## src/rtl/ps2_key_gen_if.sv

```systemverilog
// PS/2 key generator bus: raw PS/2 lines in, key event word and status pulses out.
interface ps2_key_gen_if;
    logic        ps2_clk;
    logic        ps2_data;
    logic [10:0] ps2_key;
    logic        key_strobe;
    logic        frame_err;

    modport master (
        input  ps2_clk,
        input  ps2_data,
        output ps2_key,
        output key_strobe,
        output frame_err
    );

    modport slave (
        output ps2_clk,
        output ps2_data,
        input  ps2_key,
        input  key_strobe,
        input  frame_err
    );
endinterface

```

## src/rtl/ps2_key_gen.sv

```systemverilog
// PS/2 keyboard receiver: synchronizes and filters the PS/2 lines, deframes bytes and
// turns scancode sequences into key events. Define PS2_PARITY_CHECK_EN to reject bad parity.
module ps2_key_gen #(
    parameter int CLK_FILTER = 8,
    parameter int TIMEOUT    = 40000
) (
    input  logic          clk_sys,
    input  logic          reset,
    ps2_key_gen_if.master bus
);
    localparam int WD_W = $clog2(TIMEOUT);
    localparam logic [3:0]      FILT_LAST = 4'(CLK_FILTER - 1);
    localparam logic [WD_W-1:0] WD_LAST   = WD_W'(TIMEOUT - 1);

    typedef enum logic [1:0] {IDLE, DATA, PARITY, STOP} state_t;

    state_t          state_q, state_d;
    logic            clk_s1_q, clk_s1_d, clk_s2_q, clk_s2_d;
    logic            data_s1_q, data_s1_d, data_s2_q, data_s2_d;
    logic            filt_q, filt_d;
    logic [3:0]      filt_cnt_q, filt_cnt_d;
    logic [2:0]      bit_cnt_q, bit_cnt_d;
    logic [7:0]      shift_q, shift_d;
    logic [WD_W-1:0] wdog_q, wdog_d;
    logic            ext_q, ext_d, rel_q, rel_d;
    logic [2:0]      skip_q, skip_d;
    logic [10:0]     key_q, key_d;
    logic            strobe_q, strobe_d, err_q, err_d;
`ifdef PS2_PARITY_CHECK_EN
    logic            par_ok_q, par_ok_d;
`endif
    logic            bit_event, stop_ok, accept, discard;

    always_comb begin
        clk_s1_d   = bus.ps2_clk;
        clk_s2_d   = clk_s1_q;
        data_s1_d  = bus.ps2_data;
        data_s2_d  = data_s1_q;
        filt_d     = filt_q;
        filt_cnt_d = '0;
        bit_event  = 1'b0;
        // The filtered level flips on the CLK_FILTER-th consecutive differing sample.
        if (clk_s2_q != filt_q) begin
            if (filt_cnt_q == FILT_LAST) begin
                filt_d    = clk_s2_q;
                bit_event = filt_q;
            end else begin
                filt_cnt_d = filt_cnt_q + 4'd1;
            end
        end

        state_d   = state_q;
        bit_cnt_d = bit_cnt_q;
        shift_d   = shift_q;
        wdog_d    = '0;
        ext_d     = ext_q;
        rel_d     = rel_q;
        skip_d    = skip_q;
        key_d     = key_q;
        strobe_d  = 1'b0;
        err_d     = 1'b0;
        accept    = 1'b0;
        discard   = 1'b0;
`ifdef PS2_PARITY_CHECK_EN
        par_ok_d  = par_ok_q;
        stop_ok   = data_s2_q & par_ok_q;
`else
        stop_ok   = data_s2_q;
`endif

        if (bit_event) begin
            case (state_q)
                IDLE: begin
                    if (!data_s2_q) begin
                        state_d   = DATA;
                        bit_cnt_d = 3'd0;
                    end else begin
                        discard = 1'b1;
                    end
                end
                DATA: begin
                    shift_d   = {data_s2_q, shift_q[7:1]};
                    bit_cnt_d = bit_cnt_q + 3'd1;
                    if (bit_cnt_q == 3'd7) state_d = PARITY;
                end
                PARITY: begin
`ifdef PS2_PARITY_CHECK_EN
                    par_ok_d = ^{data_s2_q, shift_q};
`endif
                    state_d = STOP;
                end
                STOP: begin
                    state_d = IDLE;
                    if (stop_ok) accept  = 1'b1;
                    else         discard = 1'b1;
                end
                default: state_d = IDLE;
            endcase
        end else if (state_q != IDLE) begin
            // Timeout drops the partial byte but keeps any pending E0/F0 prefix.
            if (wdog_q == WD_LAST) begin
                state_d = IDLE;
                shift_d = '0;
                err_d   = 1'b1;
            end else begin
                wdog_d = wdog_q + WD_W'(1);
            end
        end

        if (discard) begin
            err_d = 1'b1;
            ext_d = 1'b0;
            rel_d = 1'b0;
        end

        if (accept) begin
            if (skip_q != 3'd0) begin
                skip_d = skip_q - 3'd1;
            end else if (shift_q == 8'hE1) begin
                skip_d = 3'd7;
            end else if (shift_q == 8'hE0) begin
                ext_d = 1'b1;
            end else if (shift_q == 8'hF0) begin
                rel_d = 1'b1;
            end else begin
                key_d    = {~key_q[10], ~rel_q, ext_q, shift_q};
                strobe_d = 1'b1;
                ext_d    = 1'b0;
                rel_d    = 1'b0;
            end
        end
    end

    always_ff @(posedge clk_sys or posedge reset) begin
        if (reset) begin
            state_q    <= IDLE;
            clk_s1_q   <= 1'b1;
            clk_s2_q   <= 1'b1;
            data_s1_q  <= 1'b1;
            data_s2_q  <= 1'b1;
            filt_q     <= 1'b1;
            filt_cnt_q <= '0;
            bit_cnt_q  <= '0;
            shift_q    <= '0;
            wdog_q     <= '0;
            ext_q      <= 1'b0;
            rel_q      <= 1'b0;
            skip_q     <= '0;
            key_q      <= '0;
            strobe_q   <= 1'b0;
            err_q      <= 1'b0;
`ifdef PS2_PARITY_CHECK_EN
            par_ok_q   <= 1'b0;
`endif
        end else begin
            state_q    <= state_d;
            clk_s1_q   <= clk_s1_d;
            clk_s2_q   <= clk_s2_d;
            data_s1_q  <= data_s1_d;
            data_s2_q  <= data_s2_d;
            filt_q     <= filt_d;
            filt_cnt_q <= filt_cnt_d;
            bit_cnt_q  <= bit_cnt_d;
            shift_q    <= shift_d;
            wdog_q     <= wdog_d;
            ext_q      <= ext_d;
            rel_q      <= rel_d;
            skip_q     <= skip_d;
            key_q      <= key_d;
            strobe_q   <= strobe_d;
            err_q      <= err_d;
`ifdef PS2_PARITY_CHECK_EN
            par_ok_q   <= par_ok_d;
`endif
        end
    end

    assign bus.ps2_key    = key_q;
    assign bus.key_strobe = strobe_q;
    assign bus.frame_err  = err_q;
endmodule

```

## src/flat_wrapper.sv

```systemverilog
// flat-port wrapper written by rule: the top's interface ports become plain ports
module ps2_key_gen_flat 
#(
    parameter int CLK_FILTER = 8,
    parameter int TIMEOUT    = 40000
)
  (clk_sys, reset, bus_ps2_clk, bus_ps2_data, bus_ps2_key, bus_key_strobe, bus_frame_err);
  ps2_key_gen_if bus_i ();
  input  logic clk_sys;
  input  logic reset;
  input wire logic [$bits(bus_i.ps2_clk)-1:0] bus_ps2_clk;
  input wire logic [$bits(bus_i.ps2_data)-1:0] bus_ps2_data;
  output wire logic [$bits(bus_i.ps2_key)-1:0] bus_ps2_key;
  output wire logic [$bits(bus_i.key_strobe)-1:0] bus_key_strobe;
  output wire logic [$bits(bus_i.frame_err)-1:0] bus_frame_err;
  assign bus_i.ps2_clk = bus_ps2_clk;
  assign bus_i.ps2_data = bus_ps2_data;
  assign bus_ps2_key = bus_i.ps2_key;
  assign bus_key_strobe = bus_i.key_strobe;
  assign bus_frame_err = bus_i.frame_err;
  ps2_key_gen #(.CLK_FILTER(CLK_FILTER), .TIMEOUT(TIMEOUT)) u_core (.clk_sys(clk_sys), .reset(reset), .bus(bus_i));
endmodule
```

## config.mk

```make
export PLATFORM = sky130hd
export DESIGN_NAME = ps2_key_gen_flat
export DESIGN_NICKNAME = d
export VERILOG_FILES = /design/src/rtl/ps2_key_gen_if.sv /design/src/rtl/ps2_key_gen.sv /design/src/flat_wrapper.sv
export SDC_FILE = /design/constraint.sdc
export NUM_CORES = 1
export LEC_CHECK = 0
export CORE_UTILIZATION = 55
export DETAILED_ROUTE_END_ITERATION = 6
export PLACE_DENSITY = 0.82
export REMOVE_ABC_BUFFERS = 1
export SYNTH_ARGS = -nofsm -noshare
export SYNTH_HDL_FRONTEND = slang
export SYNTH_SLANG_ARGS = --single-unit
```

## constraint.sdc

```tcl
create_clock -name clk_sys -period 5.6 [get_ports clk_sys]
set_input_delay 1.68 -clock clk_sys [delete_from_list [all_inputs] [get_ports clk_sys]]
set_output_delay 1.68 -clock clk_sys [all_outputs]
set_load 0.02 [all_outputs]
```

==> summary.md, run 1 <==
| Metric | Value |
|---|---|
| Largest net degree at the start of global routing | 57 |
| Antenna diode count | 0 |
| Starting Density | 58.1% |
| Slowest CP cell | clkdlybuf4s50_1 |
| Adder-cell share of the synthesized area | 4.84% |
| Final wirelength | 4480 um |
| PnR Total Power | 0.000778 W |
| Layout cell share with drive strength beyond 1 | 9.92% |
| Post-synthesis compound-gate area fraction | 9.64% |
| Via count | 1735 |
| Cell count after synthesis | 232 |
| Mux cell area share after synthesis | 4.12% |
| Library cells used by synthesis | 47 |
| PwrDens | 267 nW/um^2 |
| Worst vdd ir | 157 uV |
| Post-synth EDFFs | 0 |
| Tcrit/Tclk final | 53.1% |
| First-pass GRT wire length | 7580 um |
| Worst slew pin tran | 1.10 ns |
| Clock skew | 0.0168 ns |
| Final Util | 65.6% |
| #FFs+latches synth | 56 |
| Main combinational cell family by area after synthesis | simple AND/OR/NAND/NOR gates |
| Violated checks | design-rule violations |
| Static Leak | 1.27 nW |
| FMAX | 0.336 GHz |
| Antenna violations before repair | 0 |
| CTS tree | done |
| Type of the worst setup path | reg2out |
| Sequential fraction of the synthesis area | 54.5% |
| Deepest clock path buffer count | 2 |
| Avg Vias per Cell | 5.71 |
| Status | complete, but fails checks |
| Worst reg2reg setup slack | 3.40 ns |
| Crit path launch type | register |
| Crit path largest cell delay | 0.61 ns |
| I/O pin count | 17 |
| RSZ-0062 raised after global routing | false |
| Core Area | 4440 sq um |
| First-pass detailed-route iteration total | 6 |
| Total setup buffers inserted after CTS | 0 |
| Port Buffers | 16 |
| Most frequent cells in the layout | dfrtp_1 (51), nor2_1 (24), clkdlybuf4s50_1 (16), nand2_1 (15), xnor2_1 (15) |
| Number of H-tree levels | 2 |
| DP HPWL | 3080 um |
| Synth warn | 0 |
| Setup TNS | 0 ns |
| Syn Std Cell Area | 2580 sq um |
| Final hold vios | 0 |
| Final Slew Violations | 0 |
| Fill cells | 364 |
| Initial drt markers | 106 |
| Synthesized-area fraction occupied by xor and xnor cells | 5.76% |
| Top_reg_cell synth | dfrtp_1 |
| MaxCap Viol Count | 0 |
| Post-cts resize count | 0 |
| Root Buffer | clkbuf_8 |
| Setup Viol. Count Final | 0 |
| Wire per inst | 14.7 um |
| CP Capture Type | primary output |
| Clk sinks | 56 |
| Commonest non-fill, non-tap cell in the layout | dfrtp_1 |
| Max_slew headroom | 26.8% |
| Cts hold-fix bufs | 0 |
| Hold Path Class | reg2reg |
| Fin nets | 265 |
| Vias in the first global route | 1694 |
| Worst Path Max Fanout | 2 |
| GPL Wtd Cong | 0.758 |
| Async S/R FF share, synth | 100% |
| Remaining DRCs | 7 |
| FP Rows | 24 |
| Reg clk slew, reported paths | 0.10 ns |
| Avg Inst Size Synth | 11.1 sq um |
| Die Ht | 70.5 um |
| Clk Latency, worst-skew pair | 0.31 ns |
| Critical path cell sequence | clkdlybuf4s50_1 |
| Total global routing overflow | 0 |
| Minimum clock period | 2.97 ns |
| GRT Overall Usage | 19.5% |
| Num CTS Buffers | 5 |
| Die area | 4980 sq um |
| CP delay by family, top | buffers and inverters |
| WP data arrival | 1.29 ns |
| Detail Route Antenna Nets | 0 |
| Synth Area in Simple Gates | 17.7% |
| Required time of the critical path | 3.92 ns |
| Buf/Inv on CP | 1 |
| Area growth from synthesis to layout | 12.9% |
| Chip Width | 70.5 um |
[cells in the mapped netlist (all sizes together) (3+ instances only)]
cell | n | area share (%)
a21oi | 5 | 0.97
a22o | 8 | 2.7
a31oi | 3 | 0.73
buf | 3 | 0.82
dfrtp | 51 | 49
dfstp | 5 | 5.1
ha | 10 | 4.8
inv | 16 | 2.5
mux2 | 7 | 3.3
nand2 | 15 | 2.2
nand2b | 4 | 0.97
nand3 | 11 | 2.1
nand4 | 5 | 1.2
nor2 | 25 | 4.3
nor2b | 3 | 0.73
nor3 | 9 | 1.9
nor4 | 6 | 1.5
xnor2 | 15 | 5.1
[layer usage]
| metal | vias up | global-route usage, % | share of wire (%) |
|---|---|---|---|
| met5 | - | 0 | 0 |
| met4 | 0 | 6.44 | 1.2 |
| met3 | 7 | 3.56 | 2.9 |
| met2 | 24 | 34.8 | 50 |
| met1 | 851 | 24.2 | 46 |
| li1 | 853 | - | - |
[flip-flops by register name, indices dropped and copies added (netlist names), 2 cells and up]
signal / count
u_core.wdog_q: 16
u_core.bus.ps2_key: 11
u_core.shift_q: 8
u_core.filt_cnt_q: 4
u_core.bit_cnt_q: 3
u_core.skip_q: 3
u_core.state_q: 2
[cell type report]
class	count	area, sq um	share of cell area [%]
flip-flops and latches	56	1410	48.3
repair buffers	16	160	5.49
well taps	52	65.1	2.23
clock buffers	6	72.6	2.49
clock inverters	2	60.1	2.06
inverters	16	65.1	2.23
multi-input cells	156	1090	37.2
[through the flow]
step                worst slack, ns  instances  hold slack [ns]  instance area, sq um
floorplan                      2.56        228            0.345                  2560
global placement               2.56        296            0.346                  2780
detailed placement             2.54        296            0.347                  2780
CTS                            2.62        304            0.361                  2920
global route                   2.59        304            0.365                  2920
finish                         2.63        304            0.359                  2920
[logic make-up (layout without fill, tap and decap cells)]
logic type               after synthesis  count (layout)
multiplexers                           9               9
XOR/XNOR                              17              17
buffers and inverters                 20              40
AO/OA/AOI/OAI                         33              33
flip-flops                            56              56
adder cells (fa/ha/maj)               10              10
AND/OR/NAND/NOR                       87              87
[worst paths after layout]
| kind | start | endpoint | cells after the start |
|---|---|---|---|
| worst max-delay path | u_core.bus.ps2_key[10]$_DFFE_PP0P_ | bus_ps2_key[10] | 1 |
| worst min-delay path | u_core.data_s1_q$_DFF_PP1_ | u_core.data_s2_q$_DFF_PP1_ | 0 |
| worst max register to register | u_core.filt_cnt_q[0]$_DFF_PP0_ | u_core.bus.ps2_key[8]$_DFFE_PP0P_ | 6 |
| worst min register to register | u_core.data_s1_q$_DFF_PP1_ | u_core.data_s2_q$_DFF_PP1_ | 0 |
| max in group asynchronous | reset | u_core.skip_q[1]$_DFFE_PP0P_ | 2 |
| min in group asynchronous | reset | u_core.wdog_q[4]$_DFF_PP0_ | 2 |
[power breakdown]
part,switching (W),internal (W),total [W]
Combinational,0.0000251,0.0000172,0.0000424
Clock,0.000124,0.000179,0.000302
Sequential,0.0000121,0.000421,0.000433
No activity file was read; power rests on OpenSTA's default activity.
==> run 2, diff against run 1 <==
Clock period 5.6 ns to 3.06 ns, I/O delays scaled along.
==> run 2 against run 1 <==
The flow still finishes with violations (design-rule violations). Count of clock-buffer cells in the layout fell by 1. Sequential power rose by 83%. Flip-flop and latch count did not move. Highest routed layer unchanged. Setup slack got worse by 1.8 ns. Critical path depth did not move. Non-clock buffer count rose by 1. Cell count rose by 0.33%. Clock power rose by 33%. Core utilization fell by 0.45 points. Total power rose by 65%.
==> summary.md, run 2 (synthesis results as in run 1) <==
| Metric | Value |
|---|---|
| Status | complete, but fails checks |
| Violated checks | design-rule violations |
| Buf/Inv on CP | 1 (unchanged) |
| Most frequent cells in the layout | dfrtp_1 (51), nor2_1 (24), clkdlybuf4s50_1 (16), nand2_1 (15), xnor2_1 (15) |
| Post-cts resize count | 0 (unchanged) |
| Starting Density | 58.1% (unchanged) |
| Crit path depth | 1 (unchanged) |
| Number of flip-flops in the largest register | 16 (unchanged) |
| Total global routing overflow | 0 (unchanged) |
| Area growth from synthesis to layout | 12.1% |
| Largest net degree at the start of global routing | 57 (unchanged) |
| WP data arrival | 1.30 ns (about the same) |
| Reg with most FFs | u_core.wdog_q |
| Reg2Reg Depth | 6 (unchanged) |
| Port Buffers | 16 (unchanged) |
| Initial drt markers | 86 (-19%) |
| Clock group share of total power | 31.3% (-7.6 points) |
| Combinational power share | 7.0% (+1.6 points) |
| Root Buffer | clkbuf_8 |
| Number of H-tree levels | 2 (unchanged) |
| Die Ht | 70.5 um (unchanged) |
| Via count | 1759 (+1.4%) |
| Slowest CP cell | clkdlybuf4s50_1 |
| Crit path launch type | register |
| Die area | 4980 sq um (unchanged) |
| Num CTS Buffers | 5 (unchanged) |
| Placed Instances | 297 (+0.34%) |
| Net Switching | 0.000313 W (+95%) |
| FMAX | 0.451 GHz |
| Final Slew Violations | 0 (unchanged) |
| PwrDens | 443 nW/um^2 (+66%) |
| Core Area | 4440 sq um (unchanged) |
| Avg Vias per Cell | 5.77 (+1.1%) |
| Internal Power | 0.000969 W (+57%) |
| Total setup buffers inserted after CTS | 0 (unchanged) |
| Deepest clock path buffer count | 2 (unchanged) |
| CP Capture Type | primary output |
| Reg clk slew, reported paths | 0.10 ns (about the same) |
| GPL Wtd Cong | 0.837 (+10%) |
| Critical path cell sequence | clkdlybuf4s50_1 |
| FF-to-FF Start | u_core.filt_cnt_q[0]$_DFF_PP0_ |
| Final wirelength | 4410 um (-1.5%) |
| Max_slew headroom | 57.6% (+31 points) |
| Required time of the critical path | 2.14 ns (-1.78 ns) |
| Clock skew | 0.00653 ns (-0.0103 ns) |
| Vias in the first global route | 1724 (+1.8%) |
| Hold Path Class | reg2reg |
| Reg-to-reg endpoint | u_core.bus.ps2_key[6]$_DFFE_PP0P_ |
| GRT Overall Usage | 19.7% (+0.16 points) |
| Seq pwr share | 61.7% (+6.0 points) |
| Setup TNS | 0 ns (unchanged) |
| First-pass GRT wire length | 7760 um (+2.4%) |
| FP Rows | 24 (unchanged) |
| Final hold vios | 0 (unchanged) |
| Clk sinks | 56 (unchanged) |
| MaxCap Viol Count | 0 (unchanged) |
| First-pass detailed-route iteration total | 6 (unchanged) |
| Remaining DRCs | 6 (-1) |
| Worst slew pin tran | 0.633 ns (-0.463 ns) |
| Min Hold Slack | 0.360 ns (+0.000492 ns) |
| Antenna diode count | 0 (unchanged) |
| Detail Route Antenna Nets | 0 (unchanged) |
| Antenna violations before repair | 0 (unchanged) |
| Static Leak | 1.26 nW (-1.2%) |
| Fill cells | 357 (-1.9%) |
| Commonest non-fill, non-tap cell in the layout | dfrtp_1 |
| Minimum clock period | 2.22 ns |
| Sw Share | 24.4% (+3.7 points) |
| CP endpoint | bus_ps2_key[8] |
| Worst vdd ir | 360 uV (+130%) |
| Worst Path Max Fanout | 2 (unchanged) |
| I/O pin count | 17 (unchanged) |
| Type of the worst setup path | reg2out |
| Cts hold-fix bufs | 0 (unchanged) |
| CP delay by family, top | buffers and inverters |
| Fin nets | 266 (+0.38%) |
| CP Launch Point | u_core.bus.ps2_key[8]$_DFFE_PP0P_ |
| Layout cell share with drive strength beyond 1 | 10.7% (+0.75 points) |
| Crit path largest cell delay | 0.62 ns (about the same) |
| Wire per inst | 14.5 um (-1.8%) |
| Setup Viol. Count Final | 0 (unchanged) |
| DP HPWL | 3120 um (+1.3%) |
| Post-Layout Cell Count | 305 (+0.33%) |
| Clk Latency, worst-skew pair | 0.31 ns (about the same) |
| CTS tree | done |
| Worst reg2reg setup slack | 0.91 ns (-2.49 ns) |
| Chip Width | 70.5 um (unchanged) |
| Tcrit/Tclk final | 72.4% |
| RSZ-0062 raised after global routing | false |
## run 2: cell count changes in the layout (fill, tap and decap cells not counted), sizes merged
cell and change:
buf +1, bufinv -2, clkbuf -1, clkinv +1, clkinvlp +2
## run 2: through the flow
stage	setup slack [ns]	power (W)	util, %	area (sq um)
2_1_floorplan	0.779	0.000863	-	2560
3_3_place_gp	1.02	0.000886	63.1	2800
3_5_place_dp	0.931	0.000893	63.1	2800
4_1_cts	0.827	0.00129	65.2	2900
5_1_grt	0.764	0.00134	65.2	2900
6_report	0.843	0.00128	65.2	2900
## run 2: worst min path at each step
stage / startpoint / end / slack (ns) / cells after the start
after floorplan: u_core.clk_s1_q$_DFF_PP1_ / u_core.clk_s2_q$_DFF_PP1_ / 0.35 / 0
after global placement: u_core.data_s1_q$_DFF_PP1_ / u_core.data_s2_q$_DFF_PP1_ / 0.35 / 0
after detailed placement: u_core.data_s1_q$_DFF_PP1_ / u_core.data_s2_q$_DFF_PP1_ / 0.35 / 0
after CTS: u_core.data_s1_q$_DFF_PP1_ / u_core.data_s2_q$_DFF_PP1_ / 0.36 / 0
after global routing: u_core.clk_s1_q$_DFF_PP1_ / u_core.clk_s2_q$_DFF_PP1_ / 0.36 / 0
final: u_core.data_s1_q$_DFF_PP1_ / u_core.data_s2_q$_DFF_PP1_ / 0.36 / 0
## run 2: final cells by class
| type | instances | area [sq um] | share of cell area [%] |
|---|---|---|---|
| Clock inverter | 3 | 23.8 | 0.821 |
| Tap cell | 52 | 65.1 | 2.25 |
| Inverter | 16 | 65.1 | 2.25 |
| Multi-Input combinational cell | 156 | 1090 | 37.5 |
| Sequential cell | 56 | 1410 | 48.6 |
| Timing Repair Buffer | 17 | 180 | 6.22 |
| Clock buffer | 5 | 68.8 | 2.38 |
## run 2: per-layer routing
metal	GRT usage (%)	share of wire, %	vias up
met1	26.2	46	872
met3	4.13	2.9	7
met5	0	0	-
met2	32.8	50	26
li1	-	-	854
met4	6.22	1.3	0
## run 2: power by group through the flow
stage	Sequential, W	Combinational [W]	Clock [W]
5_1_grt	0.000794	0.000101	0.000441
2_1_floorplan	0.000801	0.0000625	0
3_5_place_dp	0.000806	0.0000867	0
6_report	0.000791	0.0000894	0.000401
4_1_cts	0.000791	0.0000908	0.000411
3_3_place_gp	0.000804	0.0000819	0
